`src/rtl/sudoku_stats_pkg.sv`:
```
// Shared constants for the sudoku solver statistics block: FSM state
// encodings and counter widths.
package sudoku_stats_pkg;

  localparam int HIST_BINS = 8;
  localparam int CNT_W     = 10;
  localparam int PERR_W    = 8;

  typedef logic [1:0] state_t;

  localparam state_t ST_IDLE    = 2'd0;
  localparam state_t ST_SOLVING = 2'd1;
  localparam state_t ST_CHECK   = 2'd2;
  localparam state_t ST_HUNG    = 2'd3;

endpackage

```
`src/rtl/sudoku_sat_cnt.sv`:
```
// Saturating up-counter with synchronous clear; holds at all-ones instead of wrapping.
module sudoku_sat_cnt #(
  parameter int W = 10
) (
  input  logic         clk,
  input  logic         clr,
  input  logic         inc,
  output logic [W-1:0] cnt
);

  logic [W-1:0] cnt_q;
  logic [W-1:0] cnt_d;

  always_comb begin
    cnt_d = cnt_q;
    if (inc && !(&cnt_q)) cnt_d = cnt_q + W'(1);
  end

  always_ff @(posedge clk) begin
    if (clr) cnt_q <= '0;
    else     cnt_q <= cnt_d;
  end

  assign cnt = cnt_q;

endmodule

```
`src/rtl/sudoku_stats.sv`:
```
// Solver statistics: event counts, latency min/max/sum, protocol errors and a watchdog.
// Define SUDOKU_STATS_HIST_EN to add an 8-bin latency histogram output (hist).
module sudoku_stats
  import sudoku_stats_pkg::*;
#(
  parameter int LAT_W   = 24,
  parameter int TIMEOUT = 2000000
) (
  input  logic              clk,
  input  logic              rst,
  input  logic              next_puzzle,
  input  logic              solution,
  input  logic              give_up,
  input  logic              match,
  output logic [CNT_W-1:0]  n_solved,
  output logic [CNT_W-1:0]  n_wrong,
  output logic [CNT_W-1:0]  n_gaveup,
  output logic [LAT_W-1:0]  min_lat,
  output logic [LAT_W-1:0]  max_lat,
  output logic [31:0]       sum_lat,
  output logic [PERR_W-1:0] proto_err,
  output logic              hung
`ifdef SUDOKU_STATS_HIST_EN
  ,
  output logic [HIST_BINS*CNT_W-1:0] hist
`endif
);

  localparam logic [31:0] TIMEOUT_W = 32'(TIMEOUT);

  state_t            state_q, state_d;
  logic [LAT_W-1:0]  lat_q, lat_d;
  logic [LAT_W-1:0]  lat_inc;
  logic [LAT_W-1:0]  min_q, min_d;
  logic [LAT_W-1:0]  max_q, max_d;
  logic [31:0]       sum_q, sum_d;
  logic              hung_q, hung_d;
  logic              inc_solved, inc_wrong, inc_gaveup, inc_perr;

  assign lat_inc = (&lat_q) ? lat_q : lat_q + LAT_W'(1);

  // In SOLVING, solution beats give_up beats a restart beats the watchdog.
  always_comb begin
    state_d    = state_q;
    lat_d      = lat_q;
    min_d      = min_q;
    max_d      = max_q;
    sum_d      = sum_q;
    hung_d     = hung_q;
    inc_solved = 1'b0;
    inc_wrong  = 1'b0;
    inc_gaveup = 1'b0;
    inc_perr   = 1'b0;
    case (state_q)
      ST_IDLE: begin
        if (solution || give_up) inc_perr = 1'b1;
        if (next_puzzle) begin
          state_d = ST_SOLVING;
          lat_d   = '0;
        end
      end
      ST_SOLVING: begin
        if (solution) begin
          state_d  = ST_CHECK;
          lat_d    = lat_inc;
          inc_perr = give_up;
        end else if (give_up) begin
          state_d    = ST_IDLE;
          lat_d      = '0;
          inc_gaveup = 1'b1;
        end else if (next_puzzle) begin
          lat_d    = '0;
          inc_perr = 1'b1;
        end else if (32'(lat_inc) >= TIMEOUT_W) begin
          state_d = ST_HUNG;
          lat_d   = lat_inc;
          hung_d  = 1'b1;
        end else begin
          lat_d = lat_inc;
        end
      end
      ST_CHECK: begin
        if (match) begin
          inc_solved = 1'b1;
          if (lat_q < min_q) min_d = lat_q;
          if (lat_q > max_q) max_d = lat_q;
          sum_d = sum_q + 32'(lat_q);
        end else begin
          inc_wrong = 1'b1;
        end
        if (next_puzzle) begin
          state_d = ST_SOLVING;
          lat_d   = '0;
        end else begin
          state_d = ST_IDLE;
        end
      end
      default: ;
    endcase
  end

  always_ff @(posedge clk) begin
    if (rst) begin
      state_q <= ST_IDLE;
      lat_q   <= '0;
      min_q   <= '1;
      max_q   <= '0;
      sum_q   <= '0;
      hung_q  <= 1'b0;
    end else begin
      state_q <= state_d;
      lat_q   <= lat_d;
      min_q   <= min_d;
      max_q   <= max_d;
      sum_q   <= sum_d;
      hung_q  <= hung_d;
    end
  end

  sudoku_sat_cnt #(.W(CNT_W)) u_solved (
    .clk(clk), .clr(rst), .inc(inc_solved), .cnt(n_solved));
  sudoku_sat_cnt #(.W(CNT_W)) u_wrong (
    .clk(clk), .clr(rst), .inc(inc_wrong), .cnt(n_wrong));
  sudoku_sat_cnt #(.W(CNT_W)) u_gaveup (
    .clk(clk), .clr(rst), .inc(inc_gaveup), .cnt(n_gaveup));
  sudoku_sat_cnt #(.W(PERR_W)) u_perr (
    .clk(clk), .clr(rst), .inc(inc_perr), .cnt(proto_err));

`ifdef SUDOKU_STATS_HIST_EN
  localparam int HIST_SHIFT = LAT_W - 3;

  logic [LAT_W-1:0] lat_shr;
  logic [2:0]       hist_idx;

  assign lat_shr  = lat_q >> HIST_SHIFT;
  assign hist_idx = (lat_shr > LAT_W'(7)) ? 3'd7 : lat_shr[2:0];

  for (genvar b = 0; b < HIST_BINS; b++) begin : g_hist
    sudoku_sat_cnt #(.W(CNT_W)) u_bin (
      .clk(clk),
      .clr(rst),
      .inc(inc_solved && (hist_idx == 3'(b))),
      .cnt(hist[b*CNT_W +: CNT_W])
    );
  end
`endif

  assign min_lat = min_q;
  assign max_lat = max_q;
  assign sum_lat = sum_q;
  assign hung    = hung_q;

endmodule

```
`config.mk`:
```
export PLATFORM = sky130hd
export DESIGN_NAME = sudoku_stats
export DESIGN_NICKNAME = d
export VERILOG_FILES = /design/src/rtl/sudoku_stats_pkg.sv /design/src/rtl/sudoku_sat_cnt.sv /design/src/rtl/sudoku_stats.sv
export SDC_FILE = /design/constraint.sdc
export NUM_CORES = 1
export LEC_CHECK = 0
export CELL_PAD_IN_SITES_DETAIL_PLACEMENT = 1
export CELL_PAD_IN_SITES_GLOBAL_PLACEMENT = 1
export CORE_MARGIN = 2
export CORE_UTILIZATION = 37
export CTS_CLUSTER_DIAMETER = 150
export DETAILED_ROUTE_END_ITERATION = 8
export MAX_ROUTING_LAYER = met4
export PLACE_DENSITY = 0.82
export SLEW_MARGIN = 10
export SYNTH_ARGS = -nofsm -noshare
export SYNTH_HDL_FRONTEND = slang
export SYNTH_SLANG_ARGS = --single-unit
```
`constraint.sdc`:
```
create_clock -name clk -period 2.8 [get_ports clk]
set_input_delay 0.7 -clock clk [delete_from_list [all_inputs] [get_ports clk]]
set_output_delay 0.7 -clock clk [all_outputs]
set_load 0.02 [all_outputs]
```
==> flow_metrics.env, run 1 <==
export IMPL_final_cell_mix="dfxtp_1, clkdlybuf4s50_1, nor2_1"
export IMPL_antenna_found_initial=0
export IMPL_fin_worst_skew_ps=13.40
export IMPL_firstDrtPassIters=5
export IMPL_final_min_clock_period_ps=2749
export IMPL_htree_levels=4
export IMPL_ys_warn_count=0
export IMPL_hp_class="reg2reg"
export IMPL_portBuffers=124
export IMPL_worstPathRequired_ps=3120
export IMPL_grt_pass1_wl_mm=48.87
export IMPL_pre_cts_slack_ps=-12.22
export IMPL_place_hpwl_mm=21.76
export IMPL_wl_per_cell_um=19.39
export IMPL_async_reset_ff_share_pct=0
export IMPL_die_h_um=160.1
export IMPL_finalMaxSlewViolations=0
export IMPL_die_area_um2=25620
export IMPL_final_nets=1369
export IMPL_antenna_left=0
export IMPL_wirelength_mm=31.39
export IMPL_critical_path_arrival_ps=3060
export IMPL_clockBufferDepth=2
export IMPL_start_util_pct=37.38
export IMPL_finalCritPeriodShare_pct=98.18
export IMPL_synth_flop_cell="dfxtp_1"
export IMPL_worst_pin_slew_ps=619.4
export IMPL_clock_sinks=145
export IMPL_place_inst=1585
export IMPL_synthDistinctLibCells=76
export IMPL_path_class="reg2reg"
export IMPL_core_area_um2=24110
export IMPL_clk_pin_slew_ps=70
export IMPL_final_hold_violation_count=0
export IMPL_fillers=2895
export IMPL_syn_nets=1197
export IMPL_final_util_pct=49.26
export IMPL_drive_above_1_share_pct=13.90
export IMPL_ys_seq_area_share_pct=32.22
export IMPL_grt_pass1_vias=9451
export IMPL_rsz0062_at_grt="yes"
export IMPL_drt_iter0_markers=477
export IMPL_row_count=57
export IMPL_p_leak_uw=0.004737
export IMPL_fmax_mhz=363.8
export IMPL_final_common_cell="dfxtp_1"
export IMPL_instances_no_fill=1619
export IMPL_netlist_area_leader_share_pct=32.22
export IMPL_cp_max_fo=7
export IMPL_diodes=0
export IMPL_avgSynthCellArea_um2=8.117
export IMPL_power_density_nw_per_um2=444.6
export IMPL_grt_usage_pct=24.01
export IMPL_hold_buffers=0
export IMPL_grt_max_degree=75
export IMPL_gp_congestion=0.9068
export IMPL_fin_ws_ps=51.00
export IMPL_slew_headroom_pct=58.66
export IMPL_cts_made_buffers=17
export IMPL_die_w_um=160.1
export IMPL_cts_tree="built"
export IMPL_cap_violations=0
export IMPL_clkLatencyLatePin_ps=430
export IMPL_via_per_inst=5.682
export IMPL_root_buffer="clkbuf_16"
export IMPL_synth_seq_cells=145
export IMPL_syn_area_um2=9010
export IMPL_area_growth_pct=31.79
export IMPL_synth_edf_count=0
export IMPL_num_io_pins=125
export IMPL_final_setup_viol_count=0
export IMPL_run_status="complete, no violations"
export IMPL_drc=0
export IMPL_yosys_area_top_type="dfxtp_1"
export IMPL_vias=9199
export IMPL_synth_cells=1110
export IMPL_worstSetupStartpointType="flop"
export IMPL_ir_drop_mv=0.3348
export IMPL_synth_area_leaders="dfxtp_1, ha_1, nor2_1"
export IMPL_critPathCaptureType="flop"
export IMPL_grt_overflow=0
==> critical path, stage by stage, from the launching register on <==
cell	delay, ps
dfxtp_2	370
buf_4	180
nand2_1	120
or4_4	530
a311o_1	420
nand3_1	150
o41ai_2	80
o221a_2	320
a31oi_2	220
a2111oi_2	70
a31o_1	190
==> path summary, 6_finish.rpt <==
kind	start	endpoint	slack, ps	cells after the start
worst max register to register	lat_q[0]$_SDFFE_PP0P_	state_q[1]$_SDFFE_PP0P_	50	10
worst min-delay path	sum_lat[9]$_SDFFE_PP0P_	sum_lat[9]$_SDFFE_PP0P_	470	2
worst min register to register	sum_lat[9]$_SDFFE_PP0P_	sum_lat[9]$_SDFFE_PP0P_	470	2
worst max-delay path	lat_q[0]$_SDFFE_PP0P_	state_q[1]$_SDFFE_PP0P_	50	10
==> where the power goes <==
group          total (uW)  internal [uW]  switching, uW
registers            2190           2130           67.2
logic                 750            294            456
clock network        2340           1410            928
total                5280           3830           1450
==> registers in the layout (all words and copies together), names as in the netlist <==
signal / count
hung: 1
lat_q: 24
max_lat: 24
min_lat: 24
state_q: 2
sum_lat: 32
u_gaveup.cnt: 10
u_perr.cnt: 8
u_solved.cnt: 10
u_wrong.cnt: 10
==> through the flow <==
step | hold slack, ps | TNS (ps) | total power (uW) | instance area (um2)
4_1_cts | 479.9 | -39.27 | 5310 | 11730
2_1_floorplan | 502.6 | 0 | 2656 | 9010
3_3_place_gp | 462.3 | 0 | 2944 | 11090
3_5_place_dp | 470.7 | -15.51 | 2974 | 11090
5_1_grt | 505.8 | -1418 | 5490 | 11870
6_report | 474.2 | 0 | 5279 | 11870
==> cell type report <==
type / instances / area [um2] / area share (%)
clock buffers: 24 / 491.7 / 4.141
inverters: 72 / 270.3 / 2.276
clock inverters: 8 / 101.3 / 0.8535
multi-input cells: 832 / 5741 / 48.35
well taps: 324 / 405.4 / 3.414
flip-flops and latches: 145 / 2914 / 24.54
repair buffers: 214 / 1951 / 16.43
==> timing repair <==
action,in CTS,in global routing
pin swaps,5,6
buffers inserted,2,0
resized for setup,11,34
setup endpoints to repair,29,42
==> cell families (layout without fill, tap and decap cells) <==
family | Yosys count | after routing | synth area share, %
muxes | 32 | 32 | 3.569
DFF | 145 | 145 | 32.22
AOI/OAI and AO/OA | 278 | 278 | 20.78
and+or+nand+nor | 403 | 403 | 22.36
xor gates and xnor gates | 38 | 38 | 3.694
adders and majority gates | 81 | 81 | 11.33
buffers and inverters | 133 | 318 | 6.055
==> cells in the mapped netlist, types with 4 or more instances <==
library cell  number
nor4_1            10
xnor2_1           18
or3_1             19
o21ai_0           48
a211oi_1           7
o21a_1            11
o211ai_1          37
xor2_1            20
mux2i_1           31
a21o_1            25
and3_1            15
inv_1             72
a31oi_1           10
buf_1              4
buf_2              9
nand2_1          107
nor3_1            28
o31ai_1            5
nor2b_1            4
buf_4              9
ha_1              80
nor3b_1            9
nand4_1           30
nand3_1           31
and2_1             5
nor4b_1            6
o21bai_1           4
a21oi_1           73
a311oi_1          18
or2_2              6
dfxtp_1          145
o311ai_0           5
nor2_1           111
clkbuf_1          38
==> routing by layer <==
layer | track usage [%] | part of all wire (%)
met1 | 29.11 | 43
met2 | 40.91 | 50
met3 | 4.078 | 4.3
met4 | 7.207 | 2.3
met5 | - | 0
(Power assumes the default switching activity.)
==> inputs of run 2 (changes only) <==
--- a/config.mk
+++ b/config.mk
@@ -13,7 +13,7 @@
 export DETAILED_ROUTE_END_ITERATION = 8
 export MAX_ROUTING_LAYER = met4
 export PLACE_DENSITY = 0.82
-export SLEW_MARGIN = 10
+export SETUP_SLACK_MARGIN = 0.15
 export SYNTH_ARGS = -nofsm -noshare
 export SYNTH_HDL_FRONTEND = slang
 export SYNTH_SLANG_ARGS = --single-unit
==> flow_metrics.env, run 2 (synthesis results as in run 1) <==
export IMPL_die_w_um=160.1
export IMPL_grt_pass1_vias=9733
export IMPL_firstDrtPassIters=7
export IMPL_drc=0
export IMPL_final_min_clock_period_ps=2838
export IMPL_worst_pin_slew_ps=783.4
export IMPL_cp_max_fo=5
export IMPL_hp_class="reg2reg"
export IMPL_path_class="reg2reg"
export IMPL_grt_pass1_wl_mm=52.07
export IMPL_grt_max_degree=80
export IMPL_fillers=2799
export IMPL_rsz0062_at_grt="yes"
export IMPL_cts_made_buffers=17
export IMPL_clk_pin_slew_ps=70
export IMPL_grt_usage_pct=25.93
export IMPL_antenna_left=0
export IMPL_core_area_um2=24110
export IMPL_final_cell_mix="dfxtp_1, clkdlybuf4s50_1, nor2_1"
export IMPL_holdWs_ps=493.6
export IMPL_num_io_pins=125
export IMPL_clockBufferDepth=2
export IMPL_cpMaxStageDelayCell="dfxtp_1"
export IMPL_place_hpwl_mm=21.91
export IMPL_diodes=0
export IMPL_placed_area_um2=11120
export IMPL_finalMaxSlewViolations=0
export IMPL_fin_ws_ps=-37.67
export IMPL_critPathCaptureType="flop"
export IMPL_start_util_pct=37.38
export IMPL_htree_levels=4
export IMPL_drive_above_1_share_pct=21.39
export IMPL_die_h_um=160.1
export IMPL_cts_tree="built"
export IMPL_final_setup_viol_count=4
export IMPL_area_growth_pct=42.76
export IMPL_worstPathRequired_ps=3110
export IMPL_critical_path_arrival_ps=3150
export IMPL_worst_path_largest_cell_delay_ps=560
export IMPL_root_buffer="clkbuf_16"
export IMPL_finalCritPeriodShare_pct=101.3
export IMPL_antenna_found_initial=0
export IMPL_portBuffers=124
export IMPL_ir_drop_mv=0.3918
export IMPL_wirelength_mm=39.65
export IMPL_worst_path_buf_inv=1
export IMPL_clock_sinks=145
export IMPL_crit_chain="ha_4 > nand4_1 > a21boi_2 > a41oi_2 > o21a_2 > o311ai_4 > nand3_2 > buf_6 > o211ai_1 > o211ai_1"
export IMPL_drt_iter0_markers=814
export IMPL_fmax_mhz=352.4
export IMPL_fin_worst_skew_ps=9.911
export IMPL_vias=10164
export IMPL_wl_per_cell_um=24.00
export IMPL_via_per_inst=6.153
export IMPL_gp_congestion=0.9409
export IMPL_timing_critical_path_mode_cell="o211ai_1"
export IMPL_p_leak_uw=0.005060
export IMPL_die_area_um2=25620
export IMPL_hold_buffers=0
export IMPL_final_nets=1403
export IMPL_worstSetupStartpointType="flop"
export IMPL_final_cell_area_um2=12860
export IMPL_cp_depth=10
export IMPL_slew_headroom_pct=47.29
export IMPL_cap_violations=0
export IMPL_power_density_nw_per_um2=438.2
export IMPL_worst_r2r_path_depth=10
export IMPL_critPathTopFamily="compound AO/OA/AOI/OAI gates"
export IMPL_largest_reg_flops=32
export IMPL_final_hold_violation_count=0
export IMPL_clkLatencyLatePin_ps=440
export IMPL_final_util_pct=53.36
export IMPL_grt_overflow=0
export IMPL_violations="setup timing"
export IMPL_min_path_cells=2
export IMPL_row_count=57
export IMPL_run_status="complete, but fails checks"
run 2: final timing paths:
kind	start	to	slack [ps]
worst max-delay path	sum_lat[4]$_SDFFE_PP0P_	sum_lat[23]$_SDFFE_PP0P_	-40
worst min-delay path	sum_lat[9]$_SDFFE_PP0P_	sum_lat[9]$_SDFFE_PP0P_	490
worst min register to register	sum_lat[9]$_SDFFE_PP0P_	sum_lat[9]$_SDFFE_PP0P_	490
worst max register to register	sum_lat[4]$_SDFFE_PP0P_	sum_lat[23]$_SDFFE_PP0P_	-40
run 2: layout make-up:
type | instances | area, um2 | area share (%)
multi-input combinational | 833 | 6215 | 48.32
sequential | 145 | 2963 | 23.04
timing repair buffer | 247 | 2371 | 18.43
clock buffer | 22 | 484.2 | 3.765
tap | 324 | 405.4 | 3.152
inverter | 72 | 270.3 | 2.101
clock inverter | 9 | 153.9 | 1.197
run 2: stage by stage:
stage | total power (uW) | instances | TNS [ps] | setup slack, ps
after floorplan | 2658 | 1110 | 0 | 160.7
after global placement | 2951 | 1582 | -2.805 | -2.805
after detailed placement | 2978 | 1582 | -103.6 | -53.76
after CTS | 5530 | 1631 | 0 | 125.1
after global routing | 5799 | 1652 | -413.3 | -72.25
final | 5636 | 1652 | -107.5 | -37.67
run 2: repair_timing:
item	CTS	global route
cloned	2	3
gates resized for setup	45	114
buffers inserted	16	18
pin swaps	13	46
setup endpoints to repair	67	70
run 2: tightest hold or removal path: stages, from the launching register on:
cell	delay, ps
dfxtp_1	330
nand2_1	60
a21oi_1	50
run 2: report_power, final:
part / total (uW) / internal (uW) / leakage, uW / switching [uW]
Clock: 2580 / 1580 / 0.000308 / 998
Sequential: 2180 / 2110 / 0.00119 / 71.0
Combinational: 871 / 343 / 0.00357 / 528
Total: 5640 / 4040 / 0.00506 / 1600
run 2: metal layers:
| layer | track usage [%] | wire (um) |
|---|---|---|
| met4 | 10.44 | 2538 |
| met3 | 4.675 | 2588 |
| met5 | - | 0 |
| met2 | 42.68 | 18900 |
| met1 | 31.47 | 15630 |
==> inputs of run 3 (changes only) <==
--- a/config.mk
+++ b/config.mk
@@ -6,13 +6,13 @@
 export NUM_CORES = 1
 export LEC_CHECK = 0
 export CELL_PAD_IN_SITES_DETAIL_PLACEMENT = 1
-export CELL_PAD_IN_SITES_GLOBAL_PLACEMENT = 1
+export CELL_PAD_IN_SITES_GLOBAL_PLACEMENT = 2
 export CORE_MARGIN = 2
-export CORE_UTILIZATION = 37
+export CORE_UTILIZATION = 30
 export CTS_CLUSTER_DIAMETER = 150
 export DETAILED_ROUTE_END_ITERATION = 8
 export MAX_ROUTING_LAYER = met4
-export PLACE_DENSITY = 0.82
+export PLACE_DENSITY = 0.84
 export SETUP_SLACK_MARGIN = 0.15
 export SYNTH_ARGS = -nofsm -noshare
 export SYNTH_HDL_FRONTEND = slang
==> flow_metrics.env, run 3 (synthesis results as in run 1) <==
export IMPL_cap_violations=0
export IMPL_via_per_inst=5.305
export IMPL_pre_cts_slack_ps=-58.39
export IMPL_worstPathRequired_ps=3170
export IMPL_final_common_cell="dfxtp_1"
export IMPL_clkLatencyLatePin_ps=430
export IMPL_final_cell_area_um2=12420
export IMPL_final_setup_viol_count=0
export IMPL_worstSetupStartpointType="flop"
export IMPL_largest_reg_flops=32
export IMPL_r2r_start="lat_q[13]$_SDFFE_PP0P_"
export IMPL_final_cell_mix="dfxtp_1, clkdlybuf4s50_1, nor2_1"
export IMPL_final_hold_violation_count=0
export IMPL_p_leak_uw=0.004938
export IMPL_rsz0062_at_grt="yes"
export IMPL_finalSetupTns_ps=0
export IMPL_start_util_pct=30.40
export IMPL_hold_path_startpoint="hung$_SDFFE_PP0P_"
export IMPL_place_hpwl_mm=22.00
export IMPL_met3_length_um=966
export IMPL_core_area_um2=29640
export IMPL_die_h_um=177.3
export IMPL_wl_per_cell_um=18.45
export IMPL_final_min_clock_period_ps=2665
export IMPL_rrSetupSlack_ps=130
export IMPL_die_w_um=177.3
export IMPL_cp_max_fo=4
export IMPL_drc=0
export IMPL_slew_headroom_pct=57.64
export IMPL_critPathLaunch="lat_q[13]$_SDFFE_PP0P_"
export IMPL_gp_congestion=0.8566
export IMPL_fillers=3541
export IMPL_hp_class="reg2reg"
export IMPL_cts_made_buffers=17
export IMPL_grt_pass1_vias=8878
export IMPL_finalCritPeriodShare_pct=95.19
export IMPL_firstDrtPassIters=5
export IMPL_num_io_pins=125
export IMPL_grt_usage_pct=19.45
export IMPL_grt_overflow=0
export IMPL_wirelength_mm=31.50
export IMPL_root_buffer="clkbuf_16"
export IMPL_placed_area_um2=11250
export IMPL_htree_levels=4
export IMPL_hold_path_end="hung$_SDFFE_PP0P_"
export IMPL_path_class="reg2reg"
export IMPL_cts_tree="built"
export IMPL_fmax_mhz=375.2
export IMPL_clockBufferDepth=2
export IMPL_fin_worst_skew_ps=12.10
export IMPL_r2r_end="state_q[1]$_SDFFE_PP0P_"
export IMPL_worst_pin_slew_ps=634.8
export IMPL_antenna_left=0
export IMPL_portBuffers=124
export IMPL_min_path_cells=1
export IMPL_ir_drop_mv=0.3319
export IMPL_antenna_found_initial=0
export IMPL_diodes=0
export IMPL_clock_sinks=145
export IMPL_run_status="complete, no violations"
export IMPL_instances_no_fill=1707
export IMPL_fin_ws_ps=134.7
export IMPL_power_density_nw_per_um2=438.8
export IMPL_final_nets=1391
export IMPL_finalMaxSlewViolations=0
export IMPL_area_growth_pct=37.88
export IMPL_row_count=63
export IMPL_worst_r2r_path_depth=8
export IMPL_final_util_pct=41.92
export IMPL_place_inst=1657
export IMPL_drive_above_1_share_pct=17.54
export IMPL_clk_pin_slew_ps=70
export IMPL_critical_path_arrival_ps=3040
export IMPL_wl_met1_mm=14.67
export IMPL_grt_max_degree=49
export IMPL_vias=9055
export IMPL_top_layer_used="met4"
export IMPL_critPathCaptureType="flop"
export IMPL_drt_iter0_markers=516
export IMPL_grt_pass1_wl_mm=47.65
export IMPL_die_area_um2=31440
export IMPL_dr_wl_met2_mm=15.09
[run 3: changes by cell type in the layout (fill, tap and decap cells not counted), sizes merged]
cell	before	now
buf	122	108
bufinv	4	3
clkbuf	24	27
inv	72	74
or3	21	20
[run 3: worst max-delay path by stage]
stage,to,slack (ps),cells past startpoint
floorplan,sum_lat[21]$_SDFFE_PP0P_,160,10
global placement,sum_lat[22]$_SDFFE_PP0P_,50,11
detailed placement,sum_lat[30]$_SDFFE_PP0P_,-60,11
CTS,sum_lat[30]$_SDFFE_PP0P_,130,11
global route,sum_lat[27]$_SDFFE_PP0P_,20,11
finish,state_q[1]$_SDFFE_PP0P_,130,8
[run 3: area by class of cell]
class	count	area, um2	area share, %
inverter	72	270.3	2.175
tap	390	488.0	3.928
clock inverter	10	148.9	1.199
sequential	145	2940	23.67
multi-input combinational	832	5862	47.18
timing repair buffer	236	2240	18.03
clock buffer	22	474.2	3.817
[run 3: worst max-delay path, stage by stage, from the launching register on]
cell and delay, ps:
dfxtp_4 410, nand4_1 180, or4_4 590, a311o_1 370
o311ai_2 250, o221a_2 280, a31oi_4 120, a2111oi_2 280
a31o_1 140
[run 3: through the flow]
step | power [uW] | hold slack [ps]
after floorplan | 2658 | 498.4
after global placement | 2965 | 456.3
after detailed placement | 2987 | 461.8
after CTS | 5460 | 472.6
after global routing | 5656 | 494.3
final | 5451 | 471.2
[run 3: report_power, final]
| group | internal, uW | switching (uW) | leakage (uW) |
|---|---|---|---|
| logic | 321 | 481 | 0.00346 |
| registers | 2120 | 65.8 | 0.00118 |
| clock network | 1490 | 977 | 0.000298 |
| total | 3930 | 1520 | 0.00494 |
[run 3: repair_timing]
item                                    in CTS  in global routing
buffers inserted                             1                 11
gates cloned                                 0                  6
gates resized for setup                     25                 58
endpoints found under the setup margin      41                 69
hold buffers                                 0                  0
endpoints found under the hold margin        0                  0
pin swaps                                    7                 20
[run 3: per-layer routing]
layer | global-route usage, % | vias to the layer above
li1 | - | 4412
met5 | - | -
met3 | 2.935 | 46
met4 | 4.577 | 0
met2 | 31.92 | 158
met1 | 25.19 | 4439
